File: src/rtl/p2s_pkg.sv
// Shared definitions for the p2s transmit arbiter: widths, FSM encoding and index helpers.
package p2s_pkg;

  localparam int unsigned SER_W = 16;
  localparam int unsigned LEN_W = 4;

  typedef enum logic [1:0] {
    ST_IDLE = 2'd0,
    ST_SEND = 2'd1,
    ST_GAP  = 2'd2
  } state_e;

  // (a + b) mod n, used for round-robin pointer arithmetic
  function automatic int unsigned wrap_add(input int unsigned a, input int unsigned b,
                                           input int unsigned n);
    return (a + b) % n;
  endfunction

endpackage

File: src/rtl/rr_picker.sv
// Combinational round-robin picker: first set request at or after the pointer, wrapping.
module rr_picker
  import p2s_pkg::*;
#(
  parameter int unsigned N_REQ = 4,
  parameter int unsigned IDX_W = $clog2(N_REQ)
) (
  input  logic [N_REQ-1:0] i_req,
  input  logic [IDX_W-1:0] i_ptr,
  output logic             o_valid,
  output logic [IDX_W-1:0] o_idx
);

  always_comb begin
    o_valid = 1'b0;
    o_idx   = '0;
    for (int unsigned i = 0; i < N_REQ; i++) begin
      if (!o_valid && i_req[wrap_add(32'(i_ptr), i, N_REQ)]) begin
        o_valid = 1'b1;
        o_idx   = IDX_W'(wrap_add(32'(i_ptr), i, N_REQ));
      end
    end
  end

endmodule

File: src/rtl/p2s_tx_arbiter.sv
// Round-robin arbiter sharing one p2s serializer: one frame per grant, ack on completion,
// watchdog abort, and a fixed idle gap between frames.
module p2s_tx_arbiter
  import p2s_pkg::*;
#(
  parameter int unsigned N_REQ       = 4,
  parameter int unsigned GAP_CYCLES  = 2,
  parameter int unsigned WDOG_CYCLES = 20
) (
  input  logic                       clk,
  input  logic                       reset,
  input  logic [N_REQ-1:0]           i_req,
  input  logic [SER_W*N_REQ-1:0]     i_req_data,
  input  logic [LEN_W*N_REQ-1:0]     i_req_len,
  output logic [N_REQ-1:0]           o_ack,
  output logic                       o_err,
  output logic                       o_busy,
  output logic [$clog2(N_REQ)-1:0]   o_grant_id,
  output logic [SER_W-1:0]           o_ser_data,
  output logic [LEN_W-1:0]           o_ser_len,
  output logic                       o_ser_enable,
  input  logic                       i_ser_done
);

  localparam int unsigned IDX_W  = $clog2(N_REQ);
  localparam int unsigned WDOG_W = $clog2(WDOG_CYCLES);
  localparam int unsigned GAP_W  = $clog2(GAP_CYCLES + 1);

  state_e              r_state;
  logic [IDX_W-1:0]    r_ptr;
  logic [IDX_W-1:0]    r_grant_id;
  logic [SER_W-1:0]    r_ser_data;
  logic [LEN_W-1:0]    r_ser_len;
  logic                r_ser_enable;
  logic [N_REQ-1:0]    r_ack;
  logic                r_err;
  logic [WDOG_W-1:0]   r_wdog;
  logic [GAP_W-1:0]    r_gap;

  logic                w_valid;
  logic [IDX_W-1:0]    w_idx;
  logic [SER_W-1:0]    w_data;
  logic [LEN_W-1:0]    w_len;
  logic [IDX_W-1:0]    w_ptr_next;
  logic [N_REQ-1:0]    w_win_oh;
  logic [N_REQ-1:0]    w_grant_oh;

  rr_picker #(
    .N_REQ (N_REQ),
    .IDX_W (IDX_W)
  ) u_rr_picker (
    .i_req   (i_req),
    .i_ptr   (r_ptr),
    .o_valid (w_valid),
    .o_idx   (w_idx)
  );

  assign w_data     = i_req_data[SER_W*int'(w_idx) +: SER_W];
  assign w_len      = i_req_len[LEN_W*int'(w_idx) +: LEN_W];
  assign w_ptr_next = IDX_W'(wrap_add(32'(w_idx), 1, N_REQ));
  assign w_win_oh   = N_REQ'(1) << w_idx;
  assign w_grant_oh = N_REQ'(1) << r_grant_id;

  always_ff @(posedge clk or posedge reset) begin
    if (reset) begin
      r_state      <= ST_IDLE;
      r_ptr        <= '0;
      r_grant_id   <= '0;
      r_ser_data   <= '0;
      r_ser_len    <= '0;
      r_ser_enable <= 1'b0;
      r_ack        <= '0;
      r_err        <= 1'b0;
      r_wdog       <= '0;
      r_gap        <= '0;
    end else begin
      r_ack <= '0;
      r_err <= 1'b0;
      unique case (r_state)
        ST_IDLE: begin
          if (w_valid) begin
            r_ser_data <= w_data;
            r_ser_len  <= w_len;
            r_grant_id <= w_idx;
            r_ptr      <= w_ptr_next;
            // A zero-length frame would never complete in the p2s; acknowledge and skip it.
            if (w_len == '0) begin
              r_ack <= w_win_oh;
            end else begin
              r_ser_enable <= 1'b1;
              r_state      <= ST_SEND;
              r_wdog       <= '0;
            end
          end
        end
        ST_SEND: begin
          if (i_ser_done) begin
            r_ser_enable <= 1'b0;
            r_ack        <= w_grant_oh;
            r_state      <= ST_GAP;
            r_gap        <= '0;
          end else if (r_wdog == WDOG_W'(WDOG_CYCLES - 1)) begin
            r_ser_enable <= 1'b0;
            r_ack        <= w_grant_oh;
            r_err        <= 1'b1;
            r_state      <= ST_GAP;
            r_gap        <= '0;
          end else begin
            r_wdog <= r_wdog + 1'b1;
          end
        end
        ST_GAP: begin
          if (r_gap == GAP_W'(GAP_CYCLES - 1)) begin
            r_state <= ST_IDLE;
          end else begin
            r_gap <= r_gap + 1'b1;
          end
        end
        default: r_state <= ST_IDLE;
      endcase
    end
  end

  assign o_ack        = r_ack;
  assign o_err        = r_err;
  assign o_busy       = (r_state != ST_IDLE);
  assign o_grant_id   = r_grant_id;
  assign o_ser_data   = r_ser_data;
  assign o_ser_len    = r_ser_len;
  assign o_ser_enable = r_ser_enable;

endmodule

File: config.mk
export PLATFORM = sky130hd
export DESIGN_NAME = p2s_tx_arbiter
export DESIGN_NICKNAME = d
export VERILOG_FILES = /design/src/rtl/p2s_pkg.sv /design/src/rtl/rr_picker.sv /design/src/rtl/p2s_tx_arbiter.sv
export SDC_FILE = /design/constraint.sdc
export NUM_CORES = 1
export LEC_CHECK = 0
export BUFFER_PORTS_ARGS = -buffer_cell sky130_fd_sc_hd__buf_2
export CORE_ASPECT_RATIO = 0.75
export CORE_MARGIN = 2
export CORE_UTILIZATION = 50
export CTS_CLUSTER_SIZE = 28
export DETAILED_ROUTE_END_ITERATION = 7
export GPL_TIMING_DRIVEN = 0
export PLACE_DENSITY = 0.85
export SLEW_MARGIN = 20
export SYNTH_ARGS = -nofsm -noshare
export SYNTH_HDL_FRONTEND = slang
export SYNTH_SLANG_ARGS = --single-unit
File: constraint.sdc
create_clock -name clk -period 4.1 [get_ports clk]
set_clock_uncertainty 0.15 [all_clocks]
set_input_delay 0 -clock clk [delete_from_list [all_inputs] [get_ports clk]]
set_output_delay 0 -clock clk [all_outputs]
set_load 0.05 [all_outputs]
# [Word-level counts from Yosys, hierarchy flattened]
# Index checks and enable logic that the tools add are counted.
[totals] latch_bits=0 romBits=0 ram_bits=0 mem_count=0 register_bits=39 output_inout_bits=29 in_bits=87
[classes] mux=44 shift=4 div_mod_pow=0 n_eq_ne=11 reduce_logical=16 n_mul=0 n_bitwise=0 magnitude_cmp=4 n_addsub=6
[ops] cell="indexed part select 64 x 7 -> 16 bit" count=1
[ops] cell="2-to-1 mux 2 bit" count=12
[ops] cell="2-to-1 mux 5 bit" count=4
[ops] cell="2-to-1 mux 4 bit" count=4
[ops] cell="indexed part select 16 x 5 -> 4 bit" count=1
[ops] cell="2-to-1 mux 1 bit" count=15
[ops] cell="less-than comparator 2 x 3 -> 1 bit (second input constant)" count=4
[ops] cell="!= test 2 bit (second input constant)" count=5
[ops] cell="case mux 5 bit (2 select lines)" count=1
[ops] cell="binary-select mux 1 bit (select 2 bit)" count=4
[ops] cell="case mux 4 bit (2 select lines)" count=1
[ops] cell="AND reduction 4 bit" count=2
[ops] cell="left shift 1 x 2 -> 4 bit (first input constant)" count=2
[ops] cell="adder 2 x 1 -> 2 bit (second input constant)" count=3
[ops] cell="case mux 2 bit (3 select lines)" count=1
[ops] cell="nonzero test 2 bit" count=3
[ops] cell="adder 5 x 1 -> 5 bit (second input constant)" count=1
[ops] cell="== test 5 bit (second input constant)" count=1
[ops] cell="AND reduction 5 bit" count=1
[ops] cell="adder 2 bit (second input constant)" count=2
[ops] cell="== test 2 x 1 -> 1 bit (second input constant)" count=2
[ops] cell="logical NOT 4 bit" count=1
[ops] cell="case mux 2 bit (2 select lines)" count=1
[ops] cell="logical AND 1 bit" count=3
[ops] cell="other kinds (8)" count=10

# [Longest topological paths before layout]
[depth] ltp_word=17 ltp_mapped=10 mapped_depth_nobuf=8

# [Hierarchy]
# From an unflattened synthesis, not the netlist that was laid out.
[hier_totals] cells_unflattened=216 area_unflattened_um2=2259.7
[by_module_without_submodules] module="p2s_tx_arbiter" area_per_inst_um2=2182.1 cells_each=201 n_inst=1 seq_area_each_um2=975.9
[by_module_without_submodules] module="rr_picker" area_per_inst_um2=77.6 cells_each=15 n_inst=1 seq_area_each_um2=0.0

# [Least setup slack after synthesis]
# OpenSTA, ideal clock, no wires.
[synth_path] path_type="register to register" start="register r_ptr[0]" end="register r_ser_enable, in the netlist o_ser_enable" path_slack_ns=1.950 stages_incl_launch_ff=8 synth_period_minus_slack_ns=2.150 arrival_time_ns=1.879 path_cell_list="dfrtp_1 -> and2b_4 -> a311oi_2 -> nor2_2 -> mux2_2 -> o22ai_4 -> nand4_4 -> a22o_1"
[synth_via] elab_chain_cells=16
[synth_rtl] item="start, declared" line="p2s_tx_arbiter.sv:30" rtl="logic [IDX_W-1:0] r_ptr;"
[synth_rtl] item="start signal, assigned" line="p2s_tx_arbiter.sv:85" rtl="r_ptr <= w_ptr_next;"
[synth_rtl] item="parallel branches: the longest is 15 deep, another holds adder 2 x 1 -> 2 bit"
[synth_rtl] item="AND reduction 4 bit (no line) (*)"
[synth_rtl] item="end signal, assigned" line="p2s_tx_arbiter.sv:71" rtl="r_ser_enable <= 1'b0;"
[synth_rtl] item="end signal, assigned" line="p2s_tx_arbiter.sv:90" rtl="r_ser_enable <= 1'b1;"
[synth_rtl] item="end signal, assigned" line="p2s_tx_arbiter.sv:98" rtl="r_ser_enable <= 1'b0;"
[synth_rtl] item="end, declared" line="p2s_tx_arbiter.sv:34" rtl="logic r_ser_enable;"
# Mark *: on every way between the ends. The select of a mux whose other input is x is not followed.
# A chain may end at the register's enable or synchronous reset.

# [Final worst setup path]
[layout_path] start="register r_ptr[0]" end="register r_ser_data[7], in the netlist o_ser_data[7]"
[layout_via] elab_chain_cells=13
[layout_rtl] item="parallel branches: the longest is 13 deep, another holds adder 2 x 1 -> 2 bit"
[layout_rtl] item="end signal, assigned" line="p2s_tx_arbiter.sv:82" rtl="r_ser_data <= w_data;"
[layout_rtl] item="end, declared" line="p2s_tx_arbiter.sv:32" rtl="logic [SER_W-1:0] r_ser_data;"
# Several ways; the timed one is not identified. The select of a mux whose other input is x is not followed.

==> flow_metrics.tcl <==
set metrics [dict create \
    dr.pass1.iters 6 \
    synth_edf_count 0 \
    reg2reg_depth 11 \
    syn_inst 319 \
    fp.dieH_um 64.7 \
    critPathCaptureType "flip-flop" \
    drt-initial-drc-count 327 \
    grt_max_degree 26 \
    dp_slack_ps 1710 \
    criticalPathCategory "reg2reg" \
    cts.reportedPaths.clkPinSlew_ps 80 \
    vdd.ir_drop.worst_v 0.000697 \
    ys.flop_type "dfrtp_1" \
    gp_congestion 0.832 \
    synth_most_common_cell "nand2_1" \
    dieArea_sq_um 5490 \
    outcome "finished with violations" \
    clk_latency_ps 300 \
    fin_area_sq_um 3710 \
    cts_max_path_buffers 2 \
    cts_setup_buffers 0 \
    grt_pass1_wl_mm 14.3 \
    leakage_nw 1.89 \
    start_util 0.510 \
    grt_pass1_vias 2996 \
    critical_path_required_ps 4110 \
    worst_slew_pin_slew_ps 671 \
    r2r_start "r_ptr[0]" \
    wire_per_inst_um 16.9 \
    syn_nets 412 \
    fin_cells 551 \
    synth_compound_area_frac 0.180 \
    root_buffer "clkbuf_8" \
    finalPower_mw 2.92 \
    period_needed_ps 3720 \
    critPathArrivalTime_ps 3730 \
    drive_gt1_frac 0.299 \
    p_comb_frac 0.662 \
    drc 0 \
    std_cell_rows 22 \
    avgSynthCellArea_sq_um 7.70 \
    fillCellCount 306 \
    ant_nets 0 \
    hp-class "in2reg" \
    critical-path-top-delay-family "buffers and inverters" \
    synth_area_leaders "dfrtp_1 (40%), nand2_1 (18%), o21ai_0 (9.0%)" \
    gr-total-overflow 0 \
    synth_top_area_frac 0.397 \
    cp_slowest_cell "dlygate4sd3_1" \
    internal_power_mw 1.38 \
    hold_viol 1 \
    synthXorXnorAreaFrac 0 \
    final_net_count 583 \
    yosys.area.top_type "dfrtp_1" \
    yosys.area_share.simple 0.285 \
    fin_setup_tns_ps 0 \
    rsz0062_at_grt "no" \
    yosys_warnings 0 \
    fp.dieW_um 84.9 \
    portBuffers 115 \
    ios 116 \
    post-route-period-util 0.907 \
    fmax_ghz 0.269 \
    violations "hold timing" \
    cts_tree "done" \
    placed_cell_area_sq_um 3130 \
    avgViaCountPerCell 5.83 \
    dp_cells 495 \
    grt_util_all_layers 0.338 \
    crit_buf_inv 5 \
    htreeDepth 2 \
    hold_end "o_ser_data[11]" \
    cts_resized 0 \
    numCtsBuffers 5 \
    synth_fa_ha_area_frac 0.0306 \
    setup_violations 0 \
    syn2layout_area_growth_pct 50.9 \
    fin_ws_ps 382 \
    synth_area_sq_um 2460 \
    ys_ff_latch 39 \
    p_switching_mw 1.54 \
    synth_mux_area_frac 0.0571 \
    clkSinkCount 39 \
    n_antenna_cell 0 \
    postCtsHoldBufs 48 \
    synth_cell_type_count 45 \
    fp.coreArea_sq_um 4820 \
    fin_util 0.770 \
    start_kind "flip-flop" \
    vias 3210 \
    power_density_nw_per_um2 787 \
    synth_top_family_by_area "simple AND/OR/NAND/NOR gates" \
    cap_violations 0 \
    synth_common_cells "nand2_1 (117), o21ai_0 (44), dfrtp_1 (39)" \
    async_flop_share 1.00 \
    seq_power_share 0.238 \
    p_clk_frac 0.100 \
    rrSetupSlack_ps 380 \
    antenna_found_initial 0 \
    drt_wl_total_mm 9.33 \
    min_path_cells 5 \
    worstReg2RegEnd "o_ser_data[7]" \
    whs_ps -14.7 \
    relSlewSlack 0.552 \
    critPathMaxFanout 10 \
    max_stage_delay_ps 630 \
    hp-start "i_req_data[11]" \
    yosysSeqAreaShare 0.397 \
    power.share.switching 0.527 \
    cp_cell_sequence "and2b_4 > o21ai_1 > nand3_2 > inv_2 > buf_4 > buf_1 > nand3_1 > dlygate4sd3_1 > o21ai_0 > dlygate4sd3_1 > o21ai_0" \
    maxSlewViolCount 0 \
    dp_hpwl_mm 5.39 \
]
-- registers in the layout, indices dropped and copies added, names as in the netlist --
register / cells
o_ser_data: 16
r_wdog: 5
o_ack: 4
o_ser_len: 4
o_grant_id: 2
r_gap: 2
r_ptr: 2
r_state: 2
o_err: 1
o_ser_enable: 1
-- cell type report --
cell class | count | area (sq um) | share of cell area
clock buffers | 8 | 100 | 0.0270
multi-input cells | 252 | 1360 | 0.366
repair buffers | 164 | 1080 | 0.290
plain buffers | 17 | 82.6 | 0.0223
inverters | 11 | 41.3 | 0.0111
well taps | 60 | 75.1 | 0.0202
flip-flops and latches | 39 | 976 | 0.263
-- how the worst max path moves through the flow --
stage	cells after the start	end	from	slack (ps)
2_1_floorplan	7	o_ser_enable	r_ptr[0]	1950
3_3_place_gp	8	o_ser_enable	r_ptr[0]	1700
3_5_place_dp	8	o_ser_enable	r_ptr[0]	1710
4_1_cts	12	o_ser_data[3]	r_ptr[0]	630
5_1_grt	11	o_ser_data[7]	r_ptr[0]	280
6_report	11	o_ser_data[7]	r_ptr[0]	380
-- worst register-to-register path, stage by stage (launching register included) --
cell	delay, ps
dfrtp_1	370
and2b_4	200
o21ai_1	200
nand3_2	210
inv_2	100
buf_4	190
buf_1	540
nand3_1	260
dlygate4sd3_1	630
o21ai_0	80
dlygate4sd3_1	580
o21ai_0	80
-- power groups by stage --
stage / clock (mW) / sequential [mW] / combinational [mW]
finish: 0.292 / 0.694 / 1.93
global route: 0.310 / 0.713 / 2.05
CTS: 0.288 / 0.682 / 1.83
detailed placement: 0 / 0.686 / 1.61
global placement: 0 / 0.677 / 1.56
floorplan: 0 / 1.08 / 0.795
-- cells in the final DEF (no fill, tap or decap), types with 7 or more instances in the layout --
master         count
inv_1              8
nor2_1             8
mux2i_1            8
dfrtp_1           39
dlygate4sd3_1     48
buf_2            121
o21ai_0           44
clkbuf_1           8
clkbuf_8           7
nand3_1           17
nand2_1          117
-- logic make-up (layout without fill, tap and decap cells) --
kind of cell,after synthesis,count (layout)
AO/OA/AOI/OAI,72,72
adder cells (fa/ha/maj),6,6
buffers and inverters,28,200
flip-flops,39,39
multiplexers,13,13
AND/OR/NAND/NOR,161,161
-- metal layers --
metal  global-route usage  part of all wire  vias to the layer above
met2                0.552              0.48                      233
met3               0.0828             0.097                       58
met1                0.409              0.37                     1501
li1                     -                 -                     1418
met5                    0                 0                        -
met4                0.194             0.050                        0
Power figures use the tool's default switching activity.
